$ cat config.mk
export PLATFORM = sky130hd
export DESIGN_NAME = eer_pkt_receiver
export DESIGN_NICKNAME = d
export VERILOG_FILES = /design/src/rtl/eer_pkg.sv /design/src/rtl/eer_sat_counter.sv /design/src/rtl/eer_pkt_receiver.sv
export SDC_FILE = /design/constraint.sdc
export NUM_CORES = 1
export LEC_CHECK = 0
export CELL_PAD_IN_SITES_DETAIL_PLACEMENT = 0
export CELL_PAD_IN_SITES_GLOBAL_PLACEMENT = 1
export CORE_AREA = 2 2 200 202
export CTS_CLUSTER_DIAMETER = 150
export DETAILED_ROUTE_END_ITERATION = 8
export DIE_AREA = 0 0 202 204
export GPL_ROUTABILITY_DRIVEN = 0
export PLACE_DENSITY_LB_ADDON = 0.3
export SLEW_MARGIN = 30
export SYNTH_ARGS = -nofsm -noshare
export SYNTH_HDL_FRONTEND = slang
export SYNTH_SLANG_ARGS = --single-unit
$ cat constraint.sdc
create_clock -name clk -period 24.4 [get_ports clk]
set_input_delay 4.88 -clock clk [delete_from_list [all_inputs] [get_ports clk]]
set_output_delay 4.88 -clock clk [all_outputs]
set_load 0.02 [all_outputs]
$ cat src/rtl/eer_pkg.sv
// Shared constants and types for the EER-RL packet path.
// The receiver and its testbench use these definitions.
package eer_pkg;

    localparam int unsigned WORD_WIDTH = 16;
    localparam logic [WORD_WIDTH-1:0] BCAST_ID = 16'hFFFF;

    typedef enum logic [2:0] {
        HB   = 3'd0,
        CHE  = 3'd1,
        INV  = 3'd2,
        JOIN = 3'd3,
        DATA = 3'd4,
        ACK  = 3'd5
    } pkt_type_t;

    localparam int unsigned FLD_SRC    = 0;
    localparam int unsigned FLD_DST    = 1;
    localparam int unsigned FLD_HOPS   = 2;
    localparam int unsigned FLD_Q      = 3;
    localparam int unsigned FLD_ENERGY = 4;
    localparam int unsigned FLD_CH     = 5;
    localparam int unsigned FLD_CHHOPS = 6;
    localparam int unsigned FLD_TS     = 7;

    typedef enum logic [1:0] {
        IDLE   = 2'd0,
        FIELDS = 2'd1,
        CHK    = 2'd2,
        HOLD   = 2'd3
    } rx_state_t;

endpackage

$ cat src/rtl/eer_sat_counter.sv
// Saturating up-counter used for the receiver statistics.
module eer_sat_counter #(
    parameter int unsigned CNT_WIDTH = 8
) (
    input  logic                 clk,
    input  logic                 rst,
    input  logic                 inc,
    output logic [CNT_WIDTH-1:0] count
);

    always_ff @(posedge clk or posedge rst) begin
        if (rst) begin
            count <= '0;
        end else if (inc && (count != '1)) begin
            count <= count + CNT_WIDTH'(1);
        end
    end

endmodule

$ cat src/rtl/eer_pkt_receiver.sv
// Word-serial packet deframer: checks header, checksum and address filter,
// then holds the decoded fields on the f* bus until the consumer acknowledges.
module eer_pkt_receiver
    import eer_pkg::*;
#(
    parameter int unsigned              WORD_WIDTH = eer_pkg::WORD_WIDTH,
    parameter int unsigned              NUM_FIELDS = 8,
    parameter logic [WORD_WIDTH-1:0]    BCAST_ID   = eer_pkg::BCAST_ID,
    parameter int unsigned              CNT_WIDTH  = 8
) (
    input  logic                  clk,
    input  logic                  rst,
    input  logic                  en,
    input  logic [WORD_WIDTH-1:0] myNodeID,
    input  logic                  rx_valid,
    output logic                  rx_ready,
    input  logic                  rx_sop,
    input  logic [WORD_WIDTH-1:0] rx_data,
    output logic                  pkt_valid,
    input  logic                  pkt_ack,
    output logic [2:0]            fPacketType,
    output logic [WORD_WIDTH-1:0] fSourceID,
    output logic [WORD_WIDTH-1:0] fDestinationID,
    output logic [WORD_WIDTH-1:0] fSourceHops,
    output logic [WORD_WIDTH-1:0] fQValue,
    output logic [WORD_WIDTH-1:0] fEnergyLeft,
    output logic [WORD_WIDTH-1:0] fChosenCH,
    output logic [WORD_WIDTH-1:0] fHopsFromCH,
    output logic [WORD_WIDTH-1:0] fTimeslot,
    output logic                  iAmDestination,
    output logic                  isBroadcast,
    output logic [CNT_WIDTH-1:0]  cnt_ok,
    output logic [CNT_WIDTH-1:0]  cnt_drop,
    output logic [CNT_WIDTH-1:0]  cnt_err
);

    localparam int unsigned IDX_W = (NUM_FIELDS > 1) ? $clog2(NUM_FIELDS) : 1;
    localparam logic [IDX_W-1:0] LAST_IDX = IDX_W'(NUM_FIELDS - 1);

    rx_state_t             state_q, state_d;
    logic [IDX_W-1:0]      idx_q;
    logic [WORD_WIDTH-1:0] acc_q;
    logic [2:0]            type_q;
    logic [WORD_WIDTH-1:0] shadow_q [NUM_FIELDS];
    logic [WORD_WIDTH-1:0] fld_q    [NUM_FIELDS];
    logic [2:0]            out_type_q;
    logic                  dest_q, bcast_q;

    logic hs, sum_bad, type_bad, echo, foreign, accept;
    logic inc_ok, inc_drop, inc_err;

    assign hs       = rx_valid & rx_ready;
    assign sum_bad  = (acc_q ^ rx_data) != '0;
    assign type_bad = type_q >= 3'd6;
    assign echo     = shadow_q[FLD_SRC] == myNodeID;
    assign foreign  = (shadow_q[FLD_DST] != myNodeID) && (shadow_q[FLD_DST] != BCAST_ID);
    assign accept   = !sum_bad && !type_bad && !echo && !foreign;

    always_ff @(posedge clk or posedge rst) begin
        if (rst) begin
            state_q <= IDLE;
        end else begin
            state_q <= state_d;
        end
    end

    always_comb begin
        state_d = state_q;
        unique case (state_q)
            IDLE:   if (hs && rx_sop) state_d = FIELDS;
            FIELDS: if (hs && !rx_sop && idx_q == LAST_IDX) state_d = CHK;
            CHK: begin
                if (hs) begin
                    if (rx_sop)      state_d = FIELDS;
                    else if (accept) state_d = HOLD;
                    else             state_d = IDLE;
                end
            end
            HOLD:   if (en && pkt_ack) state_d = IDLE;
            default: state_d = IDLE;
        endcase
    end

    always_comb begin
        rx_ready  = en & ~rst & (state_q != HOLD);
        pkt_valid = state_q == HOLD;
        inc_ok    = 1'b0;
        inc_drop  = 1'b0;
        inc_err   = 1'b0;
        if (hs) begin
            if (state_q == FIELDS) begin
                inc_err = rx_sop;
            end else if (state_q == CHK) begin
                if (rx_sop || sum_bad || type_bad) inc_err = 1'b1;
                else if (echo || foreign)          inc_drop = 1'b1;
                else                               inc_ok = 1'b1;
            end
        end
    end

    // Shadow fields fill during reception; outputs copy only on an accepted packet.
    always_ff @(posedge clk or posedge rst) begin
        if (rst) begin
            idx_q      <= '0;
            acc_q      <= '0;
            type_q     <= '0;
            out_type_q <= '0;
            dest_q     <= 1'b0;
            bcast_q    <= 1'b0;
            for (int i = 0; i < NUM_FIELDS; i++) begin
                shadow_q[i] <= '0;
                fld_q[i]    <= '0;
            end
        end else if (hs) begin
            if (rx_sop) begin
                type_q <= rx_data[WORD_WIDTH-1 -: 3];
                acc_q  <= rx_data;
                idx_q  <= '0;
            end else if (state_q == FIELDS) begin
                shadow_q[idx_q] <= rx_data;
                acc_q           <= acc_q ^ rx_data;
                idx_q           <= idx_q + IDX_W'(1);
            end else if (state_q == CHK && accept) begin
                for (int i = 0; i < NUM_FIELDS; i++) fld_q[i] <= shadow_q[i];
                out_type_q <= type_q;
                dest_q     <= (shadow_q[FLD_DST] == myNodeID) && (shadow_q[FLD_DST] != BCAST_ID);
                bcast_q    <= shadow_q[FLD_DST] == BCAST_ID;
            end
        end
    end

    assign fPacketType    = out_type_q;
    assign fSourceID      = fld_q[FLD_SRC];
    assign fDestinationID = fld_q[FLD_DST];
    assign fSourceHops    = fld_q[FLD_HOPS];
    assign fQValue        = fld_q[FLD_Q];
    assign fEnergyLeft    = fld_q[FLD_ENERGY];
    assign fChosenCH      = fld_q[FLD_CH];
    assign fHopsFromCH    = fld_q[FLD_CHHOPS];
    assign fTimeslot      = fld_q[FLD_TS];
    assign iAmDestination = dest_q;
    assign isBroadcast    = bcast_q;

    eer_sat_counter #(.CNT_WIDTH(CNT_WIDTH)) u_cnt_ok (
        .clk   (clk),
        .rst   (rst),
        .inc   (inc_ok),
        .count (cnt_ok)
    );

    eer_sat_counter #(.CNT_WIDTH(CNT_WIDTH)) u_cnt_drop (
        .clk   (clk),
        .rst   (rst),
        .inc   (inc_drop),
        .count (cnt_drop)
    );

    eer_sat_counter #(.CNT_WIDTH(CNT_WIDTH)) u_cnt_err (
        .clk   (clk),
        .rst   (rst),
        .inc   (inc_err),
        .count (cnt_err)
    );

endmodule

# Word-level counts from Yosys, hierarchy flattened

Index checks and enable logic that the tools add are counted.

Bits in registers: 309
Input bits: 38
Word-level logic and storage cells: 116
Output and inout port bits: 159

Add/sub/neg operators: 4
Bitwise gates (word level): 8
Equality and inequality tests: 17
$lt $le $gt $ge: 3
Muxes and demuxes: 28
Reduce and logical (&&, ||, !) cells: 30

Operator list:

| cell                                                       | number |
|---|---|
| bitwise mux 128 bit                                        | 1 |
| demux 16 bit (select 3 bit)                                | 1 |
| 2-to-1 mux 16 bit                                          | 3 |
| equality test 16 bit                                       | 2 |
| adder 8 x 1 -> 8 bit, second input constant                | 3 |
| != test 8 bit, second input constant                       | 3 |
| equality test 16 bit, second input constant                | 1 |
| != test 16 bit                                             | 1 |
| != test 16 bit, second input constant                      | 1 |
| nonzero test 16 bit                                        | 1 |
| bitwise XOR 16 bit                                         | 1 |
| logical AND 1 bit                                          | 14 |
| 2-to-1 mux 1 bit                                           | 14 |
| 2-to-1 mux 2 bit                                           | 6 |
| != test 2 bit, second input constant                       | 4 |
| one-hot mux 2 bit (4 select lines)                         | 1 |
| AND reduction 4 bit                                        | 2 |
| 2-to-1 mux 3 bit                                           | 2 |
| logical NOT 1 bit                                          | 5 |
| equality test 2 bit, second input constant                 | 2 |
| greater-or-equal comparator 4 bit, second input constant   | 1 |
| less-than comparator 4 x 1 -> 1 bit, second input constant | 1 |
| inverter 3 -> 4 bit                                        | 1 |
| AND reduction 2 bit                                        | 2 |
| other kinds (11)                                           | 17 |

# Logic depth before layout (Yosys ltp)

Word-level depth: 10
Mapped depth: 9
Mapped depth without buffers: 7

# Cells and area by module

From an unflattened synthesis, not the netlist that was laid out.

Cells, all modules: 910
Area total of the unflattened synthesis: 12849.8 um^2

By module, submodules not included:

| module                            | area an instance (um^2) | cells an instance | times used |
|---|---|---|---|
| eer_pkt_receiver                  | 11574.9                 | 796               | 1 |
| eer_sat_counter at u_cnt_drop ... | 419.2                   | 38                | 2 |
| eer_sat_counter at u_cnt_ok       | 436.7                   | 38                | 1 |

# Worst setup path after synthesis

No wires, ideal clock.

Path type: input to output
From: input rst
To: output rx_ready
Path buffers: 0
Arrival: 5.407 ns
Cell stages on the path: 1
Slack: 14.113 ns
Required time: 19.520 ns
Cells stage by stage: nor3b_1

Word-level cells in the longest chain between the ends: 3

RTL lines:

| element                         | RTL line               | source |
|---|---|---|
| from (decl)                     | eer_pkt_receiver.sv:12 | `input logic rst,` |
| inverter 1 bit                  | eer_pkt_receiver.sv:85 | `rx_ready = en & ~rst & (state_q != HOLD);` |
| bitwise AND 1 bit (2 in series) | eer_pkt_receiver.sv:85 |  |
| to (decl)                       | eer_pkt_receiver.sv:16 | `output logic rx_ready,` |

No other way between the ends.

# Worst setup path after layout

Ends and elaborated chain as after synthesis.

==> metrics.md <==
| Metric | Value |
|---|---|
| WP data arrival | ~6.3 ns |
| CP top delay family | buffers and inverters |
| Clock latency on the worst-skew pair | between 0.5 and 0.6 ns |
| Clock share of power | roughly two fifths |
| DP Cell Count | between 1,500 and 2,000 |
| EDFF count, synth | 0 |
| Syn nets | around 940 |
| Post-CTS setup buffer count | 0 |
| Final hold vios | 0 |
| Total Routing Usage GR | approximately 16% |
| Mean routed wirelength per cell | about 20 microns |
| Clock period minus worst slack | between 10 and 15 ns |
| Clk buf depth | 3 |
| Ys async rst share | between 90% and 100% |
| Cell mode on critical path | clkdlybuf4s50_1 |
| Initial Util | between 30% and 40% |
| PortBufs | ~200 |
| Fmax | 89.30 MHz |
| Cell area power density | between 80 and 90 nW/um^2 |
| Critical path capture point type | primary output |
| Fin crit share | a little under half |
| Combinational power share | a little under an eighth |
| Worst-margin pin slew | ~0.9 ns |
| Drt drc | 0 |
| Ports | 197 |
| Final Setup Violations | 0 |
| CTS sink cnt | roughly 310 |
| Synthesized area per cell | around 14 sq um |
| Nets | roughly 1,200 |
| Critical path's largest stage delay | between 0.6 and 0.7 ns |
| Unrepaired setup endpoints after global routing | false |
| Worst setup SP type | primary input |
| Yosys reg bits | between 300 and 400 |
| Total congestion overflow | 0 |
| Synth cell types | 43 |
| Antenna-violating nets left | 0 |
| CTS Hold Bufs | 0 |
| Worst path cell trace | clkdlybuf4s50_1, nor3b_1, clkdlybuf4s50_1 |
| Outcome | completed |
| Critical path class | primary input to primary output |
| Hpwl dp | between 20,000 and 25,000 microns |
| Synthesized cell area | approximately 13,000 sq um |
| Area growth, synth to finish | 30.27% |
| Internal power | around 0.001 W |
| Max Cap Viol | 0 |
| Post-Synthesis Cells | between 800 and 900 |
| Share of post-route cells with drive strength above 1 | around a quarter |
| Seq/Total Area, Yosys | between 60% and 70% |
| Req. time, crit path | between 15 and 20 ns |
| DP Area | ~15,000 sq um |
| First drt pass iteration count | 4 |
| Fin cells | about 1,700 |
| Number of global-route vias before repair | approximately 8,000 |
| WP buf/inv | 2 |
| Sw Share | 26.00% |
| Clk root buf | clkbuf_16 |
| Flop pwr share | 47.0% |
| Register area | 7732 sq um |
| DRT iter0 DRCs | ~380 |
| CTS clk-pin slew, worst paths | about 0.050 ns |
| Setup TNS | 0 ns |
| Die ar. | 41,210 sq um |
| Leak | about 7.8 nW |
| CTS tree | built |
| Largest net degree at the start of global routing | about 100 |
| Worst hold slack | 0.4822 ns |
| Maximum vdd drop | about 50 uV |
| Vias | approximately 8,000 |
| Initial antenna violation count | 1 |
| Max-slew violation count | 0 |
| Multi-input gate area | approximately 4800 sq um |
| Synth Flop Type | dfrtp_1 |
| Worst min path class | flop to flop |
| FP Rows | 73 |
| Psw | ~0.00035 W |
| PostCTS Resize Cnt | 0 |
| Slew HR | between 40% and 50% |
| H-tree levels | 2 |
| First-pass GRT wire length | 50,850 microns |
| Core region area | about 39,000 sq um |
| Die Span Y | about 200 microns |
| Fin Clk Skew | 0.01931 ns |
| Final Cell Area | 16,630 sq um |
| Wirelength, routed | around 33,000 microns |
| CP Max Fanout | 4 |
| TritonCTS Buffers | 36 |
| Slowest CP cell | clkdlybuf4s50_1 |
| # fillers | ~3,600 |
| YS warnings | 0 |
| Die width | 202 microns |
| DR vias/cell | between 4 and 5 |
==> power by group through the flow <==
stage	registers [W]	logic [W]	clock network, W
2_1_floorplan	0.000619	0.000119	0
3_3_place_gp	0.000643	0.000155	0
3_5_place_dp	0.000644	0.000158	0
4_1_cts	0.000635	0.000159	0.000578
5_1_grt	0.000645	0.000177	0.000599
6_report	0.000635	0.000157	0.000558
==> registers in the layout (all words and copies together), names as in the netlist, 2 cells and up <==
register          cells
state_q               2
fSourceID            16
fQValue              16
shadow_q            128
acc_q                16
type_q                3
fTimeslot            16
fSourceHops          16
fChosenCH            16
u_cnt_err.count       8
idx_q                 3
u_cnt_drop.count      8
fDestinationID       16
fEnergyLeft          16
u_cnt_ok.count        8
fHopsFromCH          16
fPacketType           3
==> cell usage in the layout, fill, tap and decap left out, types with 4 or more instances in the layout <==
cell type	instances
o21ai_0	33
clkdlybuf4s50_1	195
and3_1	6
clkbuf_1	9
buf_6	5
mux2_1	69
inv_1	5
nor2_1	8
nand2_1	57
clkinv_2	4
nand4_1	18
xor2_1	31
nand3_1	16
clkbuf_8	9
dfrtp_1	309
ha_1	5
xnor2_1	38
mux2_2	197
buf_4	16
nor3_1	7
clkbuf_16	38
nor4_1	9
==> cell type report <==
cell class	count	area share [%]
clock inverter	9	0.8124
tap	525	3.949
inverter	6	0.1805
timing repair buffer	220	13.20
antenna	2	0.03009
multi-input combinational	534	28.67
sequential	309	46.49
clock buffer	56	6.665
==> routing by layer <==
metal	vias up	track usage, %	wire length [microns]
li1	3588	-	-
met1	4051	21.54	14820
met2	165	26.52	15830
met3	47	4.161	1847
met4	0	5.200	707
met5	-	0	0
==> cell families after synthesis <==
| kind of cell | Yosys count | share of synthesized area, % |
|---|---|---|
| compound gates | 45 | 1.979 |
| xor+xnor | 69 | 4.733 |
| fa+ha+maj | 5 | 0.4900 |
| buf+inv | 56 | 2.273 |
| flops | 309 | 60.56 |
| mux | 268 | 23.62 |
| simple gates | 147 | 6.350 |
==> metrics by stage <==
step	utilization (%)	power (W)	worst slack (ns)
after floorplan	-	0.0007379	10.98
after global routing	42.44	0.001422	13.14
after global placement	38.99	0.0007975	13.23
after CTS	42.29	0.001372	13.18
after detailed placement	39.11	0.0008018	13.20
final	42.45	0.001350	13.20
==> Yosys cell counts (3+ instances only) <==
cell	number	area, sq um
a21oi_1	3	15.01
and2_1	3	18.77
and3_1	6	37.54
buf_2	16	80.08
buf_6	8	90.09
clkbuf_1	24	90.09
dfrtp_1	309	7732
ha_1	5	62.56
inv_1	6	22.52
mux2_1	69	777.0
mux2_2	197	2218
nand2_1	57	214.0
nand3_1	16	80.08
nand4_1	18	112.6
nand4b_1	3	26.28
nor2_1	8	30.03
nor3_1	7	35.03
nor3_2	4	40.04
nor4_1	9	56.30
o21ai_0	33	165.2
xnor2_1	38	332.8
xor2_1	31	271.5
==> path summary, 6_finish.rpt <==
path                          startpoint                   to  slack (ns)  depth (start not counted)
max                                  rst             rx_ready       13.20                          3
min in group asynchronous            rst  u_cnt_drop.count[1]        4.96                          2
max reg2reg                 shadow_q[97]         fSourceID[4]       20.84                          8
min                        fTimeslot[10]        fTimeslot[10]        0.48                          1
max in group asynchronous            rst         shadow_q[52]       18.22                          3
min reg2reg                fTimeslot[10]        fTimeslot[10]        0.48                          1
Power figures use the tool's default switching activity.
